### src/rtl/color_wheel_sequencer_if.sv
// Control and PWM output bundle of the colour-wheel sequencer.
// The master side drives en; the slave side (the sequencer) drives everything else.
interface color_wheel_sequencer_if;
  logic       en;
  logic       RGB_R;
  logic       RGB_G;
  logic       RGB_B;
  logic [2:0] phase;
  logic       period_tick;

  modport master (
    output en,
    input  RGB_R,
    input  RGB_G,
    input  RGB_B,
    input  phase,
    input  period_tick
  );

  modport slave (
    input  en,
    output RGB_R,
    output RGB_G,
    output RGB_B,
    output phase,
    output period_tick
  );
endinterface

### src/rtl/color_wheel_sequencer.sv
// Three-channel RGB PWM generator that walks a six-phase HSV hue wheel.
// Duty values are reloaded only at PWM period boundaries, so pulses never glitch.
module color_wheel_sequencer #(
  parameter int unsigned PWM_INTERVAL = 1200,
  parameter int unsigned DUTY_STEP    = 12
) (
  input logic                    clk,
  input logic                    rst,
  color_wheel_sequencer_if.slave bus
);

  localparam int unsigned CW = $clog2(PWM_INTERVAL + 1);

  localparam logic [CW-1:0] IVal    = CW'(PWM_INTERVAL);
  localparam logic [CW-1:0] SVal    = CW'(DUTY_STEP);
  localparam logic [CW-1:0] RampMax = CW'(PWM_INTERVAL - DUTY_STEP);
  localparam logic [CW-1:0] CntMax  = CW'(PWM_INTERVAL - 1);

  if (PWM_INTERVAL < 2) begin : g_bad_interval
    $error("PWM_INTERVAL must be at least 2");
  end
  if (DUTY_STEP == 0) begin : g_bad_step_zero
    $error("DUTY_STEP must be non-zero");
  end else if (PWM_INTERVAL % DUTY_STEP != 0) begin : g_bad_step_div
    $error("PWM_INTERVAL must be a multiple of DUTY_STEP");
  end

  typedef enum logic [2:0] {
    StPh0 = 3'd0,
    StPh1 = 3'd1,
    StPh2 = 3'd2,
    StPh3 = 3'd3,
    StPh4 = 3'd4,
    StPh5 = 3'd5
  } phase_e;

  phase_e        phase_q, phase_d;
  logic [CW-1:0] pwm_cnt_q;
  logic [CW-1:0] ramp_q, ramp_d;
  logic [CW-1:0] duty_r_q, duty_g_q, duty_b_q;
  logic [CW-1:0] duty_r_d, duty_g_d, duty_b_d;
  logic [CW-1:0] rise, fall;
  logic          rgb_r_q, rgb_g_q, rgb_b_q;
  logic          period_tick;

  assign period_tick = (pwm_cnt_q == CntMax);

  // Hue advance: only evaluated on the last clock of a PWM period.
  always_comb begin
    phase_d = phase_q;
    ramp_d  = ramp_q;
    if (period_tick) begin
      case (phase_q)
        StPh0, StPh1, StPh2, StPh3, StPh4, StPh5: begin
          if (bus.en) begin
            if (ramp_q == RampMax) begin
              ramp_d  = '0;
              phase_d = (phase_q == StPh5) ? StPh0 : phase_e'(phase_q + 3'd1);
            end else begin
              ramp_d = ramp_q + SVal;
            end
          end
        end
        // Encodings 6 and 7 are unreachable; recover to the wheel start.
        default: begin
          phase_d = StPh0;
          ramp_d  = '0;
        end
      endcase
    end
  end

  assign rise = ramp_d;
  assign fall = IVal - ramp_d;

  // Duty map for the upcoming period, built from next-state phase and ramp.
  always_comb begin
    duty_r_d = IVal;
    duty_g_d = '0;
    duty_b_d = '0;
    case (phase_d)
      StPh0: begin duty_r_d = IVal; duty_g_d = rise; duty_b_d = '0;   end
      StPh1: begin duty_r_d = fall; duty_g_d = IVal; duty_b_d = '0;   end
      StPh2: begin duty_r_d = '0;   duty_g_d = IVal; duty_b_d = rise; end
      StPh3: begin duty_r_d = '0;   duty_g_d = fall; duty_b_d = IVal; end
      StPh4: begin duty_r_d = rise; duty_g_d = '0;   duty_b_d = IVal; end
      StPh5: begin duty_r_d = IVal; duty_g_d = '0;   duty_b_d = fall; end
      default: begin
        duty_r_d = IVal;
        duty_g_d = '0;
        duty_b_d = '0;
      end
    endcase
  end

  always_ff @(posedge clk) begin
    if (rst) begin
      pwm_cnt_q <= '0;
      phase_q   <= StPh0;
      ramp_q    <= '0;
      duty_r_q  <= IVal;
      duty_g_q  <= '0;
      duty_b_q  <= '0;
      rgb_r_q   <= 1'b0;
      rgb_g_q   <= 1'b0;
      rgb_b_q   <= 1'b0;
    end else begin
      pwm_cnt_q <= period_tick ? '0 : pwm_cnt_q + CW'(1);
      phase_q   <= phase_d;
      ramp_q    <= ramp_d;
      if (period_tick) begin
        duty_r_q <= duty_r_d;
        duty_g_q <= duty_g_d;
        duty_b_q <= duty_b_d;
      end
      // Compare uses the pre-edge count and duty, giving one cycle of latency.
      rgb_r_q <= (pwm_cnt_q < duty_r_q);
      rgb_g_q <= (pwm_cnt_q < duty_g_q);
      rgb_b_q <= (pwm_cnt_q < duty_b_q);
    end
  end

  assign bus.RGB_R       = rgb_r_q;
  assign bus.RGB_G       = rgb_g_q;
  assign bus.RGB_B       = rgb_b_q;
  assign bus.phase       = phase_q;
  assign bus.period_tick = period_tick;

endmodule

### src/flat_wrapper.sv
// flat-port wrapper written by rule: the top's interface ports become plain ports
module color_wheel_sequencer_flat 
#(
  parameter int unsigned PWM_INTERVAL = 1200,
  parameter int unsigned DUTY_STEP    = 12
)
  (clk, rst, bus_en, bus_RGB_R, bus_RGB_G, bus_RGB_B, bus_phase, bus_period_tick);
  color_wheel_sequencer_if bus_i ();
  input logic clk;
  input logic rst;
  input wire logic [$bits(bus_i.en)-1:0] bus_en;
  output wire logic [$bits(bus_i.RGB_R)-1:0] bus_RGB_R;
  output wire logic [$bits(bus_i.RGB_G)-1:0] bus_RGB_G;
  output wire logic [$bits(bus_i.RGB_B)-1:0] bus_RGB_B;
  output wire logic [$bits(bus_i.phase)-1:0] bus_phase;
  output wire logic [$bits(bus_i.period_tick)-1:0] bus_period_tick;
  assign bus_i.en = bus_en;
  assign bus_RGB_R = bus_i.RGB_R;
  assign bus_RGB_G = bus_i.RGB_G;
  assign bus_RGB_B = bus_i.RGB_B;
  assign bus_phase = bus_i.phase;
  assign bus_period_tick = bus_i.period_tick;
  color_wheel_sequencer #(.PWM_INTERVAL(PWM_INTERVAL), .DUTY_STEP(DUTY_STEP)) u_core (.clk(clk), .rst(rst), .bus(bus_i));
endmodule
### config.mk
export PLATFORM = sky130hd
export DESIGN_NAME = color_wheel_sequencer_flat
export DESIGN_NICKNAME = d
export VERILOG_FILES = /design/src/rtl/color_wheel_sequencer_if.sv /design/src/rtl/color_wheel_sequencer.sv /design/src/flat_wrapper.sv
export SDC_FILE = /design/constraint.sdc
export NUM_CORES = 1
export LEC_CHECK = 0
export BUFFER_PORTS_ARGS = -buffer_cell sky130_fd_sc_hd__clkbuf_2
export CAP_MARGIN = 20
export CORE_MARGIN = 2
export CORE_UTILIZATION = 50
export DETAILED_ROUTE_END_ITERATION = 10
export GPL_ROUTABILITY_DRIVEN = 0
export HOLD_SLACK_MARGIN = 0.08
export PLACE_DENSITY_LB_ADDON = 0.2
export SLEW_MARGIN = 20
export SYNTH_ARGS = -nofsm -noshare
export SYNTH_HDL_FRONTEND = slang
export SYNTH_SLANG_ARGS = --single-unit
### constraint.sdc
create_clock -name clk -period 3.9 [get_ports clk]
set_input_delay 0.585 -clock clk [delete_from_list [all_inputs] [get_ports clk]]
set_output_delay 0.585 -clock clk [all_outputs]
set_load 0.01 [all_outputs]
==> results by group, run 1 <==
Final layout
  • Final Util: 56.7%
  • Syn-to-layout area delta: 8.96%
  • Multi-input gate area: 2600 sq um
  • Filler cells: 717
  • Reg area: 1220 sq um
  • Layout cells sized above 1: 12.1%
  • Final nets: 536
  • Diodes inserted: 0

Route
  • DRC viols: 0
  • DR vias: 3836
  • DRT Pass-1 Iters: 5
  • Routed wire per std cell: 19.1 um
  • Vias per cell: 6.34
  • Routed WL: 11.6 mm
  • Antenna-violating nets left: 0
  • Violation count after the first detailed-route iteration: 327

Placement
  • I/O Buffers: 9
  • Dpl hpwl: 8.48 mm

Clock tree
  • # clock sinks: 61
  • # H-tree levels: 3
  • Cts repair resizes: 0
  • CTS Buf Count: 9
  • Reg clk slew, reported paths: 0.07 ns
  • # hold bufs at CTS: 0
  • CTS tree: yes
  • Worst-case clock buffer depth: 2
  • Post-CTS Setup Bufs: 0
  • Worst skew pair latency: 0.36 ns
  • Root buffer cell: clkbuf_8

Power and ir drop
  • Pwr Density: 303 nW/um^2
  • Leakage: 1.79 nW
  • VDD IR-drop max: 163 uV

Critical path
  • CP Capture Type: flip-flop
  • CP max FO: 14
  • Worst path cell trace: and2_1 -> ha_1 -> nor2b_1 -> a21boi_0 -> buf_4 -> nor3_1 -> or2_1 -> and2_0 -> o21ai_2 -> o32a_1
  • CP Class: reg -> reg
  • Worst Path Arrival: 3.61 ns
  • CP Data Required Time: 4.15 ns
  • Slowest-stage cell, CP: and2_0
  • Critical path launch point type: flip-flop
  • Worst stage delay on the critical path: 0.71 ns

STA
  • FMAX: 298 MHz
  • Setup violations, final: 0
  • Fin Hold WS: 0.470 ns
  • Max Clock Skew: 0.00818 ns
  • Max-slew headroom: 22.9%
  • Final cycle utilization of the critical path: 86.2%
  • Unrepaired setup endpoints after global routing: false
  • Setup tns final: 0 ns
  • Tmin final: 3.36 ns
  • Endpoints failing hold: 0
  • Max-slew violations: 0
  • Worst Tran Pin Value: 1.15 ns

Synth
  • #FFs+latches synth: 61
  • Syn_nets: 524
  • Top_reg_cell synth: dfxtp_1
  • Mean Syn Cell Area: 8.36 sq um
  • Synth Warn #: 0
  • Yosys cell types: 77
  • Syn Inst Count: 486
  • Synthesized cell area: 4070 sq um
  • Post-synth ARST share: 0%
  • Seq/Total Area, Yosys: 30.0%
  • Post-synth EDFFs: 0

Floorplan
  • Num rows: 32
  • Starting Density: 52.1%
  • Die area: 8870 sq um
  • Die Span Y: 94.2 um
  • I/O pin total: 10
  • Width of the die: 94.2 um
  • Core box area: 7810 sq um

Global route
  • GRT Residual Overflow: 0
  • First-pass GRT wire length: 18.8 mm
  • Initial antenna violation count: 0
  • Tot GR Track Use: 27.8%
  • Largest net degree at the start of global routing: 24
  • Vias in the first global route: 3653

Run status
  • Status: completed

Run
  • Max Cap Viol: 0

Worst hold path
  • HP Class: reg -> reg
## cells in the mapped netlist, types with 4 or more instances
master | n | share of area [%]
dfxtp_1 | 61 | 30
nor2_1 | 51 | 4.7
ha_1 | 35 | 11
inv_1 | 35 | 3.2
nand2_1 | 31 | 2.9
a21oi_1 | 22 | 2.7
a21o_1 | 21 | 3.9
o21ai_0 | 16 | 2.0
o22ai_1 | 15 | 2.3
nor3_1 | 12 | 1.5
xor2_1 | 12 | 2.6
nand3_1 | 11 | 1.4
clkbuf_1 | 10 | 0.92
xnor2_1 | 9 | 1.9
a211oi_1 | 8 | 1.5
nand4_1 | 8 | 1.2
a22oi_1 | 7 | 1.3
a32oi_1 | 6 | 1.3
nor2b_1 | 6 | 0.92
a211o_1 | 5 | 1.1
a31oi_1 | 5 | 0.77
mux2i_1 | 5 | 1.2
nand2b_1 | 5 | 0.77
and2_1 | 4 | 0.62
or2_2 | 4 | 0.62
## registers in the layout (all words and copies together), names as in the netlist
signal / flops
u_core.bus.RGB_B: 1
u_core.duty_b_q: 11
u_core.duty_g_q: 11
u_core.bus.RGB_G: 1
u_core.ramp_q: 11
u_core.bus.phase: 3
u_core.pwm_cnt_q: 11
u_core.bus.RGB_R: 1
u_core.duty_r_q: 11
## layout by cell type (no fill, tap or decap), types with 10 or more instances in the layout
cell,n
a21o_1,21
a21oi_1,22
buf_4,10
dfxtp_1,61
ha_1,35
inv_1,35
nand2_1,31
nand3_1,11
nor2_1,51
nor3_1,12
o21ai_0,16
o22ai_1,15
xor2_1,12
## worst paths after layout
kind	start	endpoint	slack, ns	cells past startpoint
setup / recovery	u_core.bus.phase[0]	u_core.duty_r_q[7]	0.54	10
hold / removal	u_core.duty_r_q[5]	u_core.duty_r_q[5]	0.47	2
setup reg to reg	u_core.bus.phase[0]	u_core.duty_r_q[7]	0.54	10
hold reg to reg	u_core.duty_r_q[5]	u_core.duty_r_q[5]	0.47	2
## worst max-delay path, delay by kind of cell (launching register included)
kind            cells  cell delay [ns]
simple gates        5             1.52
compound gates      3             0.83
flops               1             0.53
fa+ha+maj           1             0.19
buf+inv             1             0.16
## per-stage QoR
step | setup WS [ns] | instance area, sq um | power (mW) | std cells
floorplan | 0.833 | 4070 | 0.687 | 486
global placement | 0.698 | 4210 | 0.702 | 589
detailed placement | 0.634 | 4210 | 0.704 | 589
CTS | 0.610 | 4430 | 1.34 | 605
global route | 0.311 | 4430 | 1.38 | 605
finish | 0.539 | 4430 | 1.34 | 605
## cells by family (layout without fill, tap and decap cells)
| kind of cell | Yosys count | in the layout | share of synthesized area [%] |
|---|---|---|---|
| multiplexers | 5 | 5 | 1.23 |
| adder cells (fa/ha/maj) | 35 | 35 | 10.8 |
| AO/OA/AOI/OAI | 144 | 144 | 25.1 |
| buffers and inverters | 54 | 71 | 5.94 |
| flip-flops | 61 | 61 | 30.0 |
| AND/OR/NAND/NOR | 166 | 166 | 22.4 |
| XOR/XNOR | 21 | 21 | 4.52 |
## layer usage
metal	global-route usage (%)	up-vias	part of all wire [%]
met4	11.1	0	3.8
met1	37.6	1794	44
met5	0	-	0
met2	43.6	190	45
met3	5.38	43	7.2
li1	-	1809	-
## layout make-up
type,count,area share (%)
Multi-Input combinational cell,371,58.8
Sequential cell,61,27.6
Inverter,36,3.05
Tap cell,102,2.88
Clock buffer,9,2.80
Timing Repair Buffer,19,2.71
Clock inverter,7,2.23
## power breakdown
part | switching (mW) | internal (mW) | leakage (nW)
sequential | 0.00556 | 0.627 | 0.492
clock | 0.289 | 0.363 | 0.110
combinational | 0.0302 | 0.0260 | 1.19
total | 0.324 | 1.02 | 1.79
Power figures use the tool's default switching activity.
==> run 2, diff against run 1 <==
--- a/config.mk
+++ b/config.mk
@@ -7,6 +7,7 @@
 export LEC_CHECK = 0
 export BUFFER_PORTS_ARGS = -buffer_cell sky130_fd_sc_hd__clkbuf_2
 export CAP_MARGIN = 20
+export CORE_ASPECT_RATIO = 1.1
 export CORE_MARGIN = 2
 export CORE_UTILIZATION = 50
 export DETAILED_ROUTE_END_ITERATION = 10
==> results by group, run 2 (synthesis results as in run 1) <==
Power and ir drop
  • Total power: 1.19 mW (was 1.34 mW)
  • Leakage: 1.75 nW (was 1.79 nW)
  • Int Power: 0.896 mW (was 1.02 mW)
  • Pwr Density: 272 nW/um^2 (was 303 nW/um^2)
  • Clock Power Share: 41.8% (was 48.6%)
  • Sequential share of power: 53.4% (was 47.2%)
  • Switching power: 0.290 mW (was 0.324 mW)
  • VDD IR-drop max: 152 uV (was 163 uV)
  • Sw Share: 24.4% (was 24.2%)
  • Comb power frac: 4.7% (was 4.2%)

Clock tree
  • # H-tree levels: 3 (unchanged)
  • Worst skew pair latency: 0.35 ns (was 0.36 ns)
  • Reg clk slew, reported paths: 0.07 ns (about the same)
  • # hold bufs at CTS: 0 (unchanged)
  • Cts repair resizes: 0 (unchanged)
  • # clock sinks: 61 (unchanged)
  • Worst-case clock buffer depth: 2 (unchanged)
  • CTS Buf Count: 9 (unchanged)
  • Post-CTS Setup Bufs: 0 (unchanged)
  • CTS tree: yes (unchanged)
  • Root buffer cell: clkbuf_8 (unchanged)

Final layout
  • Diodes inserted: 0 (unchanged)
  • Syn-to-layout area delta: 7.39% (was 8.96%)
  • Most frequent cells in the layout: dfxtp_1, nor2_1, inv_1, ha_1, nand2_1 (unchanged)
  • Layout cells sized above 1: 11.4% (was 12.1%)
  • Most common cell after layout, fill and taps aside: dfxtp_1 (unchanged)
  • Final nets: 534 (was 536)

Critical path
  • Worst setup path startpoint: u_core.pwm_cnt_q[1] (was u_core.bus.phase[0])
  • Reg2reg start: u_core.pwm_cnt_q[1] (was u_core.bus.phase[0])
  • Most frequent cell on the critical path: a21oi_1
  • Worst stage delay on the critical path: 0.62 ns (was 0.71 ns)
  • Top delay family on crit path: simple AND/OR/NAND/NOR gates (unchanged)
  • CP Capture Type: flip-flop (unchanged)
  • CP Data Required Time: 4.19 ns (was 4.15 ns)
  • CP Class: reg -> reg (unchanged)
  • Reg2Reg Setup Slack: 0.30 ns (was 0.54 ns)
  • Setup crit end: u_core.duty_b_q[6] (was u_core.duty_r_q[7])
  • Worst path cell trace: ha_1 -> and4_1 -> nand3_2 -> clkinv_1 -> o21ai_1 -> a21oi_1 -> nor3b_2 -> a21oi_1 -> o21ai_0 -> a22o_1 (was and2_1 -> ha_1 -> nor2b_1 -> a21boi_0 -> buf_4 -> nor3_1 -> or2_1 -> and2_0 -> o21ai_2 -> o32a_1)
  • Critical path depth: 10 (unchanged)
  • Critical path launch point type: flip-flop (unchanged)
  • Slowest-stage cell, CP: nor3b_2 (was and2_0)
  • Worst Path Arrival: 3.89 ns (was 3.61 ns)
  • RR Endpoint: u_core.duty_b_q[6] (was u_core.duty_r_q[7])
  • Cell count of the worst reg-to-reg path: 10 (unchanged)
  • Worst Path Buf+Inv: 1 (unchanged)
  • CP max FO: 14 (unchanged)

Global route
  • Largest net degree at the start of global routing: 30 (was 24)
  • Initial antenna violation count: 0 (unchanged)
  • Tot GR Track Use: 26.1% (was 27.8%)
  • GRT Residual Overflow: 0 (unchanged)
  • First-pass GRT wire length: 18.2 mm (was 18.8 mm)
  • Vias in the first global route: 3521 (was 3653)

STA
  • Unrepaired setup endpoints after global routing: false (unchanged)
  • Setup violations, final: 0 (unchanged)
  • Endpoints failing hold: 0 (unchanged)
  • Max Clock Skew: 0.00697 ns (was 0.00818 ns)
  • Max-slew violations: 0 (unchanged)
  • Max-slew headroom: 31.0% (was 22.9%)
  • Setup tns final: 0 ns (unchanged)
  • Final cycle utilization of the critical path: 92.3% (was 86.2%)
  • Worst Tran Pin Value: 1.03 ns (was 1.15 ns)
  • Tmin final: 3.60 ns (was 3.36 ns)
  • FMAX: 278 MHz (was 298 MHz)

Run
  • Max Cap Viol: 0 (unchanged)

Route
  • DR vias: 3715 (was 3836)
  • DRT Pass-1 Iters: 5 (unchanged)
  • Antenna-violating nets left: 0 (unchanged)
  • DRC viols: 0 (unchanged)
  • Violation count after the first detailed-route iteration: 316 (was 327)
  • Routed WL: 10.9 mm (was 11.6 mm)
  • Vias per cell: 6.11 (was 6.34)
  • Routed wire per std cell: 18.0 um (was 19.1 um)

Floorplan
  • Num rows: 34 (was 32)
  • Core box area: 7910 sq um (was 7810 sq um)
  • Die Span Y: 98.6 um (was 94.2 um)
  • Die area: 8870 sq um (about the same)
  • Width of the die: 90.0 um (was 94.2 um)
  • Starting Density: 51.4% (was 52.1%)
  • I/O pin total: 10 (unchanged)

Placement
  • I/O Buffers: 9 (unchanged)
  • Dpl hpwl: 8.24 mm (was 8.48 mm)

Run status
  • Status: completed (unchanged)

Worst hold path
  • HP Class: reg -> reg (unchanged)
-- run 2: changes by cell type in the layout (fill, tap and decap cells not counted), sizes merged --
cell      before  now
clkinvlp       1    2
inv           36   35
clkbuf        18   20
buf           10    8
clkinv         4    3
bufinv         2    0
-- run 2: power groups by stage --
stage          Clock [mW]  Combinational, mW  Sequential [mW]
6_report            0.496             0.0561            0.634
2_1_floorplan           0             0.0398            0.647
4_1_cts             0.507             0.0566            0.634
5_1_grt             0.531             0.0618            0.634
3_3_place_gp            0             0.0560            0.648
3_5_place_dp            0             0.0560            0.648
-- run 2: how the worst min path moves through the flow --
stage                             from            endpoint  depth (start not counted)
detailed placement  u_core.duty_r_q[7]  u_core.duty_r_q[7]                          1
finish              u_core.duty_r_q[5]  u_core.duty_r_q[5]                          2
global route        u_core.duty_r_q[5]  u_core.duty_r_q[5]                          2
CTS                 u_core.duty_r_q[5]  u_core.duty_r_q[5]                          2
floorplan           u_core.duty_b_q[0]  u_core.duty_b_q[0]                          2
global placement    u_core.duty_r_q[5]  u_core.duty_r_q[5]                          2
-- run 2: worst reg2reg max path: stages (launching register included) --
cell and delay (ns):
dfxtp_1 0.44, ha_1 0.27, and4_1 0.44, nand3_2 0.31
clkinv_1 0.23, o21ai_1 0.25, a21oi_1 0.48, nor3b_2 0.62
a21oi_1 0.08, o21ai_0 0.27, a22o_1 0.16
-- run 2: through the flow --
stage                     setup WS, ns  cells  hold slack [ns]  utilization [%]  area [sq um]
after floorplan                  0.833    486            0.425                -          4070
after global placement           0.295    593            0.458             53.1          4200
after detailed placement         0.269    593            0.463             53.1          4200
after CTS                        0.249    608            0.476             55.2          4370
after global routing            0.0341    608            0.494             55.2          4370
final                            0.300    608            0.474             55.2          4370
-- run 2: layout make-up --
cell class	instances	area, sq um
flip-flops and latches	61	1220
well taps	108	135
clock buffers	11	141
fillers	773	3550
clock inverters	4	25.0
multi-input cells	371	2600
repair buffers	17	105
inverters	36	135
-- run 2: routing by layer --
layer | track usage (%) | part of all wire (%) | vias to the layer above
met5 | 0 | 0 | -
met4 | 15.1 | 4.1 | 0
met3 | 4.13 | 6.9 | 37
met2 | 40.9 | 45 | 143
met1 | 34.4 | 44 | 1723
li1 | - | - | 1812
